==> config.mk <==
export PLATFORM = sky130hd
export DESIGN_NAME = sram_bridge
export DESIGN_NICKNAME = d
export VERILOG_FILES = /design/src/rtl/sram_bridge_pkg.sv /design/src/rtl/sram_bridge_fsm.sv /design/src/rtl/sram_bridge.sv
export SDC_FILE = /design/constraint.sdc
export NUM_CORES = 1
export LEC_CHECK = 0
export CORE_MARGIN = 2
export CORE_UTILIZATION = 31
export CTS_BUF_LIST = sky130_fd_sc_hd__clkbuf_16
export DETAILED_ROUTE_END_ITERATION = 7
export PLACE_DENSITY = 0.65
export SYNTH_ARGS = -nofsm -noshare
export SYNTH_HDL_FRONTEND = slang
export SYNTH_SLANG_ARGS = --single-unit
export TNS_END_PERCENT = 10
==> constraint.sdc <==
create_clock -name clk -period 4.8 [get_ports clk]
set_input_delay 1.44 -clock clk [delete_from_list [all_inputs] [get_ports clk]]
set_output_delay 1.44 -clock clk [all_outputs]
set_load 0.03 [all_outputs]
==> src/rtl/sram_bridge_pkg.sv <==
// Shared types and constants for the CPU-to-async-SRAM bridge.
// Holds the access FSM state encoding, register selects and STATUS bit layout.
package sram_bridge_pkg;

    typedef enum logic [2:0] {
        IDLE,
        W_SETUP,
        W_STROBE,
        W_HOLD,
        R_SETUP,
        R_WAIT,
        R_DONE
    } state_t;

    localparam logic [1:0] SEL_ADDR   = 2'd0;
    localparam logic [1:0] SEL_ADDRHI = 2'd1;
    localparam logic [1:0] SEL_DATA   = 2'd2;
    localparam logic [1:0] SEL_CMD    = 2'd3;

    localparam int ST_BUSY    = 0;
    localparam int ST_RVALID  = 1;
    localparam int ST_OVERRUN = 2;

    localparam int ADDR_W = 18;

endpackage

==> src/rtl/sram_bridge_fsm.sv <==
// Access sequencer: state register, strobe-length counter and registered SRAM strobes.
// Strobes are computed from the next state so each flop matches the state it enters.
module sram_bridge_fsm
    import sram_bridge_pkg::*;
#(
    parameter int WAIT = 1
) (
    input  logic   clk,
    input  logic   resetq,
    input  logic   start_wr,
    input  logic   start_rd,
    output state_t state,
    output logic   capture,
    output logic   done,
    output logic   done_rd,
    output logic   sram_ncs,
    output logic   sram_nwe,
    output logic   sram_noe,
    output logic   sram_d_oe
);

    localparam logic [3:0] WAIT_CNT = 4'(WAIT);

    state_t     state_reg, state_next;
    logic [3:0] cnt_reg, cnt_next;
    logic       ncs_reg, nwe_reg, noe_reg, doe_reg;

    always_comb begin
        state_next = state_reg;
        cnt_next   = cnt_reg;
        case (state_reg)
            IDLE: begin
                if (start_wr)
                    state_next = W_SETUP;
                else if (start_rd)
                    state_next = R_SETUP;
            end
            W_SETUP: begin
                state_next = W_STROBE;
                cnt_next   = WAIT_CNT;
            end
            W_STROBE: begin
                if (cnt_reg == 4'd0)
                    state_next = W_HOLD;
                else
                    cnt_next = cnt_reg - 4'd1;
            end
            W_HOLD:  state_next = IDLE;
            R_SETUP: begin
                state_next = R_WAIT;
                cnt_next   = WAIT_CNT;
            end
            R_WAIT: begin
                if (cnt_reg == 4'd0)
                    state_next = R_DONE;
                else
                    cnt_next = cnt_reg - 4'd1;
            end
            R_DONE:  state_next = IDLE;
            default: state_next = IDLE;
        endcase
    end

    always_ff @(posedge clk) begin
        if (!resetq) begin
            state_reg <= IDLE;
            cnt_reg   <= 4'd0;
            ncs_reg   <= 1'b1;
            nwe_reg   <= 1'b1;
            noe_reg   <= 1'b1;
            doe_reg   <= 1'b0;
        end else begin
            state_reg <= state_next;
            cnt_reg   <= cnt_next;
            ncs_reg   <= !(state_next inside {W_SETUP, W_STROBE, W_HOLD, R_SETUP, R_WAIT});
            nwe_reg   <= (state_next != W_STROBE);
            noe_reg   <= !(state_next inside {R_SETUP, R_WAIT});
            doe_reg   <= (state_next inside {W_SETUP, W_STROBE, W_HOLD});
        end
    end

    assign state     = state_reg;
    assign capture   = (state_reg == R_WAIT) && (cnt_reg == 4'd0);
    assign done      = (state_reg == W_HOLD) || (state_reg == R_DONE);
    assign done_rd   = (state_reg == R_DONE);
    assign sram_ncs  = ncs_reg;
    assign sram_nwe  = nwe_reg;
    assign sram_noe  = noe_reg;
    assign sram_d_oe = doe_reg;

endmodule

==> src/rtl/sram_bridge.sv <==
// CPU IO register window onto an 8-bit asynchronous SRAM with 18-bit addressing.
// Register file and read mux live here; the access timing lives in sram_bridge_fsm.
module sram_bridge
    import sram_bridge_pkg::*;
#(
    parameter int WAIT = 1
) (
    input  logic              clk,
    input  logic              resetq,
    input  logic              io_wr,
    input  logic              io_rd,
    input  logic [1:0]        sel,
    input  logic [15:0]       wd,
    output logic [15:0]       rd,
    output logic              busy,
    output logic [ADDR_W-1:0] sram_a,
    output logic              sram_ncs,
    output logic              sram_nwe,
    output logic              sram_noe,
    output logic [7:0]        sram_d_out,
    output logic              sram_d_oe,
    input  logic [7:0]        sram_d_in
);

    logic [ADDR_W-1:0] addr_reg;
    logic              autoinc_reg;
    logic [7:0]        wdata_reg;
    logic [7:0]        rdata_reg;
    logic              rvalid_reg;
    logic              overrun_reg;

    state_t state;
    logic   idle, start_wr, start_rd, capture, done, done_rd;

    assign idle     = (state == IDLE);
    assign start_wr = io_wr && idle && (sel == SEL_DATA);
    assign start_rd = io_wr && idle && (sel == SEL_CMD) && wd[0];

    sram_bridge_fsm #(
        .WAIT(WAIT)
    ) u_fsm (
        .clk      (clk),
        .resetq   (resetq),
        .start_wr (start_wr),
        .start_rd (start_rd),
        .state    (state),
        .capture  (capture),
        .done     (done),
        .done_rd  (done_rd),
        .sram_ncs (sram_ncs),
        .sram_nwe (sram_nwe),
        .sram_noe (sram_noe),
        .sram_d_oe(sram_d_oe)
    );

    // Register writes are only taken while idle, which keeps sram_a and sram_d_out frozen mid-access.
    always_ff @(posedge clk) begin
        if (!resetq) begin
            addr_reg    <= '0;
            autoinc_reg <= 1'b0;
            wdata_reg   <= 8'd0;
            rdata_reg   <= 8'd0;
            rvalid_reg  <= 1'b0;
            overrun_reg <= 1'b0;
        end else begin
            if (io_wr && !idle)
                overrun_reg <= 1'b1;
            else if (io_rd && (sel == SEL_CMD))
                overrun_reg <= 1'b0;

            if (io_wr && idle) begin
                case (sel)
                    SEL_ADDR:   addr_reg[15:0] <= wd;
                    SEL_ADDRHI: begin
                        addr_reg[17:16] <= wd[1:0];
                        autoinc_reg     <= wd[8];
                    end
                    SEL_DATA:   wdata_reg <= wd[7:0];
                    default:    ;
                endcase
            end

            if (start_wr || start_rd)
                rvalid_reg <= 1'b0;
            else if (done_rd)
                rvalid_reg <= 1'b1;

            if (capture)
                rdata_reg <= sram_d_in;

            if (done && autoinc_reg)
                addr_reg <= addr_reg + 18'd1;
        end
    end

    always_comb begin
        rd = 16'd0;
        case (sel)
            SEL_ADDR:   rd = addr_reg[15:0];
            SEL_ADDRHI: rd = {7'd0, autoinc_reg, 6'd0, addr_reg[17:16]};
            SEL_DATA:   rd = {8'd0, rdata_reg};
            default: begin
                rd[ST_BUSY]    = !idle;
                rd[ST_RVALID]  = rvalid_reg;
                rd[ST_OVERRUN] = overrun_reg;
            end
        endcase
    end

    assign busy       = !idle;
    assign sram_a     = addr_reg;
    assign sram_d_out = wdata_reg;

endmodule

---- Yosys cells after proc, flatten, opt, wreduce, memory -nomap -nowiden ----
Index checks and enable logic that the tools add are counted.
storage, ports and cells
  memories ................................ 0
  ROM bits ................................ 0
  logic and storage cells ................. 79
  latch bits .............................. 0
  RAM bits ................................ 0
  output and inout bits ................... 47
  flip-flop bits (word level) ............. 48
operators by class
  div/mod/pow operators ................... 0
  $add $sub $neg .......................... 2
  $lt $le $gt $ge ......................... 0
  multiplexer cells ....................... 15
  eq/ne operators ......................... 16
  bitwise operators ....................... 1
  reductions and logical operators ........ 32
  shifts and indexed selects .............. 0
  multipliers ............................. 0
operator list
  kind                   count
  $pmux 13 s3            1
  $mux 18                2
  $add 18x1->18 const B  1
  $mux 16                1
  $eq 3x3->1 const B     5
  $pmux 3 s5             1
  $eq 3x2->1 const B     4
  $mux 3                 4
  $reduce_bool 2->1      6
  $reduce_and 2->1       5
  $pmux 3 s3             1
  $logic_and 1x1->1      8
  $pmux 4 s2             1
  $eq 3x1->1 const B     2
  $reduce_or 2->1        3
  $reduce_bool 5->1      1
  $eq 2x2->1 const B     2
  $logic_not 4->1        1
  $mux 4                 1
  $sub 4x1->4 const B    1
  $logic_not 1->1        3
  $logic_not 3->1        1
  $ne 3x2->1 const B     1
  $reduce_bool 3->1      1
  other kinds (7)        9

---- Longest topological paths before layout ----
Gate-level depths: netlist (run 1).
  depth in word-level cells ............... 10
  depth in mapped cells ................... 7

---- Modules after synthesis ----
From an unflattened synthesis (run 1), not the netlist that was laid out.
second synthesis, totals
  cells, all modules ...................... 290
  area total of the unflattened synthesis .. 2549.9 um2
by module, submodules not included
  module           sequential area each (um2)  cells an instance  area each (um2)  instances
  sram_bridge      740.7                       228                1966.9           1
  sram_bridge_fsm  220.2                       62                 583.1            1

---- Worst setup path after synthesis (run 1) ----
OpenSTA, ideal clock, no wires.
  path type ............................... input to output
  start point ............................. in sel[0]
  end point ............................... out rd[2]
  path buffers ............................ 2
  data arrival time ....................... 2.599 ns
  cell stages on the path ................. 4
  path slack .............................. 0.761 ns
  path through ............................ buf_2 -> clkbuf_1 -> mux2_2 -> a22o_1
between the ends
  word-level cells in the longest chain between the ends .. 2
  elaborated cells on any way between the ends .. 4
  classes of those cells .................. eq/ne (2); mux (1); reduce/logical (1)
ends and longest elaborated chain
  item                                RTL line           RTL
  from (decl)                         sram_bridge.sv:12  input logic [1:0] sel,
  $eq 2x2->1 (tied with other cells)  sram_bridge.sv:98  case (sel)
  $pmux 3 s3 *                        sram_bridge.sv:98
  to (decl)                           sram_bridge.sv:14  output logic [15:0] rd,
Mark *: on every way between the ends. The rest lies on a longest branch, timed or not.

---- Final worst setup path (run 1) ----
Ends and elaborated chain as after synthesis.

==> results.md, run 1 <==
- Reg-to-reg critical path startpoint: u_fsm.state[1]
- Grt met3 use: 0.0372
- First-pass GRT wire length: 12.7 mm
- Multi-input gate area: 1570 µm²
- Root Buffer: clkbuf_16
- Power Density: 285 nW/µm²
- Post-synthesis adder-cell area fraction: 0.00943
- Design area: 3630 µm²
- Peak VDD IR: 0.000127 V
- Simple-Gate Fraction of Synth Area: 0.292
- Clock buffer depth: 2
- Slew @ Worst Pin: 0.702 ns
- CP startpoint kind: input pin
- Period utilization: 0.928
- Post-DP HPWL: 5.84 mm
- Slew Viols, Final: 0
- Syn nets: 348
- Buffers on Ports: 76
- Compound-gate portion of the synthesized area: 0.205
- TritonRoute pass-1 iters: 4
- CP Max Fanout: 11
- Remaining antenna violation count: 0
- Critical Path Sink: rd[2]
- Share of cells above drive strength 1: 0.109
- Finished Core Util: 0.439
- Initial antenna violation count: 0
- Critical path required time: 3.36 ns
- Post-CTS setup buffers: 0
- Syn Inst Count: 316
- Final TNS setup: 0 ns
- Wirelength per Cell: 16.3 µm
- Die area: 9320 µm²
- Core footprint: 8260 µm²
- Syn-to-layout area delta: 36.7%
- Worst setup path start: sel[0]
- EDFF count, synth: 0
- Crit path DAT: 3.01 ns
- Max H-tree Level: 2
- Post-synth top cells: dfxtp_1, nand2_1, nor2_1, a21oi_1, mux2i_1
- Cell Rows: 33
- Post-Route WL: 7.99 mm
- CTS tree: yes
- DIE HEIGHT: 96.5 µm
- RSZ-0062 raised after global routing: false
- Register area share after synthesis: 0.362
- Final min period: 4.45 ns
- Via Count: 2,714
- Final Setup Violations: 0
- Gpl congestion: 0.867
- Setup WS post-layout: 0.347 ns
- Max reg flops: 18
- Initial DRC Count: 254
- Placed inst area: 3460 µm²
- Grt met2 use: 0.288
- Vias in the first global route: 2,522
- Fmax: 0.225 GHz
- Syn avg cell area: 8.40 µm²
- Initial core utilization: 0.322
- Ranking of synthesized cells by area: dfxtp_1, mux2i_1, nand2_1
- Setup slack, reg-to-reg: 2.60 ns
- Met1 usage: 0.237
- P_leak: 1.26 nW
- Worst rel slew slack: 0.529
- Reg2Reg Depth: 4
- Area of the mapped netlist: 2660 µm²
- Fin. Hold Viols: 0
- Drt via density: 5.53
- FF+latch count, synth: 48
- Antenna Cells: 0
- Mux cell area share after synthesis: 0.0778
- YS warnings: 0
- Xor/xnor share of the synthesized area: 0.00660
- Post-place setup slack: 0.327 ns
- Cts hold-fix bufs: 0
- Reg2reg end: sram_a[8]
- Synth top area share: 0.362
- Nets: 417
- Die Width: 96.5 µm
- Status: finished clean
- PostCTS Resize Cnt: 0
- Ports: 77
- GR peak layer: met2
- Clock latency on the worst-skew pair: 0.29 ns
- FF/Latch Area: 961 µm²
- Count leader, synth: dfxtp_1
- Clk sinks: 48
- Clock Skews: 0.00404 ns
- Largest net degree at the start of global routing: 22
- Top_reg_cell synth: dfxtp_1
- CTS buffer count: 5
- Max-cap viol count: 0
- Reg clk slew, reported paths: 0.06 ns
- Synth unique cells: 64
- Leading area contributor after synthesis: dfxtp_1
- Final global-route overflow total: 0
- Hold Crit Class: reg -> reg
- Min Hold Slack: 0.459 ns
- Fillers: 846
- Synth async-reset ratio: 0
- Largest family of logic cells by synthesized area: simple AND/OR/NAND/NOR gates
- Setup Crit Path Kind: in -> out
- GRT Util Overall: 0.176
- DRC: 0
- CP endpoint kind: output port
[power breakdown]
group          internal [W]  switching (W)
logic             0.0000878       0.000108
clock network      0.000245       0.000153
registers          0.000415      0.0000259
total              0.000748       0.000287
[through the flow]
step,instances,power [W]
finish,491,0.00104
global route,491,0.00108
CTS,491,0.00104
detailed placement,483,0.000645
global placement,483,0.000644
floorplan,316,0.000563
[worst max-delay path, cell delays in order]
cell and delay (ns):
clkdlybuf4s50_1 0.55, nor2_1 0.59, a22o_1 0.27, buf_4 0.16
[logic make-up (layout without fill, tap and decap cells)]
family / Yosys count / after routing
buffers and inverters: 27 / 97
DFF: 48 / 48
and+or+nand+nor: 141 / 141
xor gates and xnor gates: 2 / 2
AOI/OAI and AO/OA: 78 / 78
adders and majority gates: 2 / 2
muxes: 18 / 18
[how the worst min path moves through the flow]
stage | startpoint | slack [ns] | cells past startpoint | to
final | sram_d_out[1] | 0.46 | 2 | sram_d_out[1]
after global routing | sram_d_out[7] | 0.48 | 2 | sram_d_out[7]
after CTS | sram_d_out[2] | 0.46 | 2 | sram_d_out[2]
after detailed placement | sram_d_out[2] | 0.45 | 2 | sram_d_out[2]
after global placement | sram_d_out[3] | 0.45 | 2 | sram_d_out[3]
after floorplan | rvalid_reg | 0.45 | 2 | rvalid_reg
[area by class of cell]
cell class,count,area share
Timing Repair Buffer,81,0.212
Clock buffer,5,0.0345
Inverter,8,0.00828
Multi-Input combinational cell,241,0.432
Clock inverter,3,0.0117
Sequential cell,48,0.265
Tap cell,105,0.0362
[cell usage in the layout (no fill, tap or decap), types with 3 or more instances in the layout]
cell             Yosys  final
dfxtp_1             48     48
a311oi_1             7      7
o311ai_0             3      3
nor3_1               9      9
nand2b_1             5      5
a211oi_1             4      4
a22oi_1              4      4
mux2i_1             15     15
a21oi_1             18     18
nand3b_1             3      3
nand2_1             40     40
a31oi_1             10     10
or4_1                3      3
or3_1                6      6
nand4_1              5      5
and2_1              12     12
clkbuf_16            0      5
inv_1                8      8
nand3_1             12     12
nor2_1              23     23
o21ai_0             12     12
buf_4                2     20
and4_1               4      4
clkdlybuf4s50_1      0     60
[routing by layer]
metal / routed length [µm] / vias up
met1: 3560 / 1287
met5: 0 / -
met4: 94 / 0
met3: 669 / 8
li1: - / 1317
met2: 3660 / 102
Power figures use the tool's default switching activity.
==> run 2, diff against run 1 <==
Settings changed: CORE_ASPECT_RATIO set to 2.
==> results.md, run 2 (synthesized netlist as in run 1, its figures left out) <==
- Final global-route overflow total: 0 (unchanged)
- Final Setup Violations: 0 (unchanged)
- Clock Skews: 0.00775 ns (+0.00371 ns)
- Peak VDD IR: 0.000174 V (+37%)
- TritonRoute pass-1 iters: 4 (unchanged)
- Worst rel slew slack: 0.529 (+0.000567)
- Status: finished clean
- Worst setup path start: sel[0]
- Post-Route WL: 8.77 mm (+9.9%)
- Fmax: 0.231 GHz (+2.7%)
- Share of cells above drive strength 1: 0.109 (unchanged)
- Vias in the first global route: 2,747 (+8.9%)
- Wirelength per Cell: 18.1 µm (+11%)
- Root Buffer: clkbuf_16
- Reg-to-reg critical path startpoint: u_fsm.cnt_reg[1]
- Setup slack, reg-to-reg: 2.59 ns (about the same)
- Via Count: 2,734 (+0.74%)
- Crit path DAT: 2.90 ns (-0.11 ns)
- Die area: 9370 µm² (+0.48%)
- Hold wc startpoint: sram_d_out[6]
- Max H-tree Level: 2 (unchanged)
- RSZ-0062 raised after global routing: false
- Largest net degree at the start of global routing: 21 (-4.5%)
- Ports: 77 (unchanged)
- Most common cell after layout, fill and taps aside: clkdlybuf4s50_1
- Core footprint: 8290 µm² (+0.41%)
- P_leak: 1.26 nW (-0.49%)
- Post-DP HPWL: 6.68 mm (+14%)
- GRT Util Overall: 0.189 (+0.0127)
- DIE HEIGHT: 135 µm (+40%)
- Max-cap viol count: 0 (unchanged)
- Design area: 3610 µm² (-0.52%)
- Fillers: 837 (-1.1%)
- Fin. Hold Viols: 0 (unchanged)
- Post-CTS setup buffers: 0 (unchanged)
- Syn-to-layout area delta: 36.0%
- Post-place setup slack: 0.464 ns (+0.137 ns)
- Hold Crit Class: reg -> reg
- Slew @ Worst Pin: 0.701 ns (-0.000844 ns)
- Antenna Cells: 0 (unchanged)
- Critical-path cell list: clkdlybuf4s50_1, mux2_2, a22o_1, buf_12
- CTS buffer count: 5 (unchanged)
- Initial core utilization: 0.320 (-0.00131)
- Comb pwr share: 0.205 (+0.016)
- Cell Rows: 47 (+42%)
- Nets: 418 (+0.24%)
- Final min period: 4.34 ns (-0.117 ns)
- CP startpoint kind: input pin
- Power Density: 272 nW/µm² (-4.6%)
- First-pass GRT wire length: 13.9 mm (+10%)
- Multi-input gate area: 1570 µm² (unchanged)
- DRC: 0 (unchanged)
- Final TNS setup: 0 ns (unchanged)
- PostCTS Resize Cnt: 0 (unchanged)
- Clock buffer depth: 2 (unchanged)
- Clk sinks: 48 (unchanged)
- Seq pwr share: 0.450 (+0.024)
- CP Max Fanout: 10 (-1)
- Finished Core Util: 0.435 (-0.00405)
- Switching Share: 0.293 (+0.0160)
- Buffers on Ports: 76 (unchanged)
- Setup Crit Path Kind: in -> out
- CP endpoint kind: output port
- Clock network power share: 0.345 (-0.040)
- Critical path required time: 3.36 ns (about the same)
- Gpl congestion: 0.908 (+4.8%)
- FF/Latch Area: 961 µm² (unchanged)
- Slew Viols, Final: 0 (unchanged)
- Cts hold-fix bufs: 0 (unchanged)
- Die Width: 69.4 µm (-28%)
- Min Hold Slack: 0.458 ns (-0.00122 ns)
- Placed inst area: 3470 µm² (+0.33%)
- CTS tree: yes
- Net switching power: 0.000288 W (+0.34%)
- Setup WS post-layout: 0.465 ns (+0.117 ns)
- Initial DRC Count: 214 (-16%)
- Commonest cells after routing, fill and taps aside: clkdlybuf4s50_1, dfxtp_1, nand2_1
- Period utilization: 0.903 (-0.0244)
- Reg clk slew, reported paths: 0.06 ns (about the same)
- Peak per-stage delay on the critical path: 0.69 ns (+0.10 ns)
- Remaining antenna violation count: 0 (unchanged)
- CP bufs+invs: 2 (unchanged)
- Initial antenna violation count: 0 (unchanged)
- Crit-path slowest cell: clkdlybuf4s50_1
- Max reg flops: 18 (unchanged)
- Clock latency on the worst-skew pair: 0.29 ns (about the same)
- Internal power: 0.000694 W (-7.2%)
- CP top delay family: buffers and inverters
- Drt via density: 5.65 (+2.2%)
-- run 2: changes by cell type in the layout (fill, tap and decap cells not counted), sizes merged --
cell    previous run  this run
bufinv             1         0
buf               21        22
-- run 2: metal layers --
layer  global-route usage  wire length (µm)  vias to the layer above
met4                0.139               507                        0
met3               0.0358               490                       34
li1                     -                 -                     1311
met2                0.349              4760                      103
met1                0.182              3010                     1286
met5                    0                 0                        -
-- run 2: final timing paths --
kind	endpoint	depth (start not counted)
hold reg to reg	sram_d_out[6]	2
setup reg to reg	u_fsm.sram_nwe	6
hold / removal	sram_d_out[6]	2
setup / recovery	rd[2]	4
-- run 2: power by group through the flow --
| stage | clock network (W) | logic (W) | registers (W) |
|---|---|---|---|
| 6_report | 0.000339 | 0.000201 | 0.000442 |
| 5_1_grt | 0.000361 | 0.000215 | 0.000445 |
| 4_1_cts | 0.000346 | 0.000202 | 0.000442 |
| 3_5_place_dp | 0 | 0.000201 | 0.000451 |
| 3_3_place_gp | 0 | 0.000199 | 0.000450 |
| 2_1_floorplan | 0 | 0.000103 | 0.000460 |
-- run 2: layout make-up --
type,instances,share of cell area
multi-input cells,241,0.434
flip-flops and latches,48,0.266
repair buffers,82,0.219
clock buffers,5,0.0347
well taps,98,0.0340
inverters,8,0.00832
clock inverters,2,0.00347
-- run 2: tightest hold or removal path, stage by stage (launching register included) --
cell	delay, ns
dfxtp_1	0.31
nand2_1	0.05
a21oi_1	0.05
-- run 2: metrics by stage --
step                      std cells  total power (W)
after floorplan                 316         0.000563
after global placement          477         0.000649
after detailed placement        477         0.000652
after CTS                       484         0.000990
after global routing            484          0.00102
final                           484         0.000982
==> run 3, diff against run 2 <==
Settings changed: ABC_CLOCK_PERIOD_IN_PS set to 4800.
==> results of run 3 <==
Same layout as run 2: the final DEF is identical, and so are final timing and power.
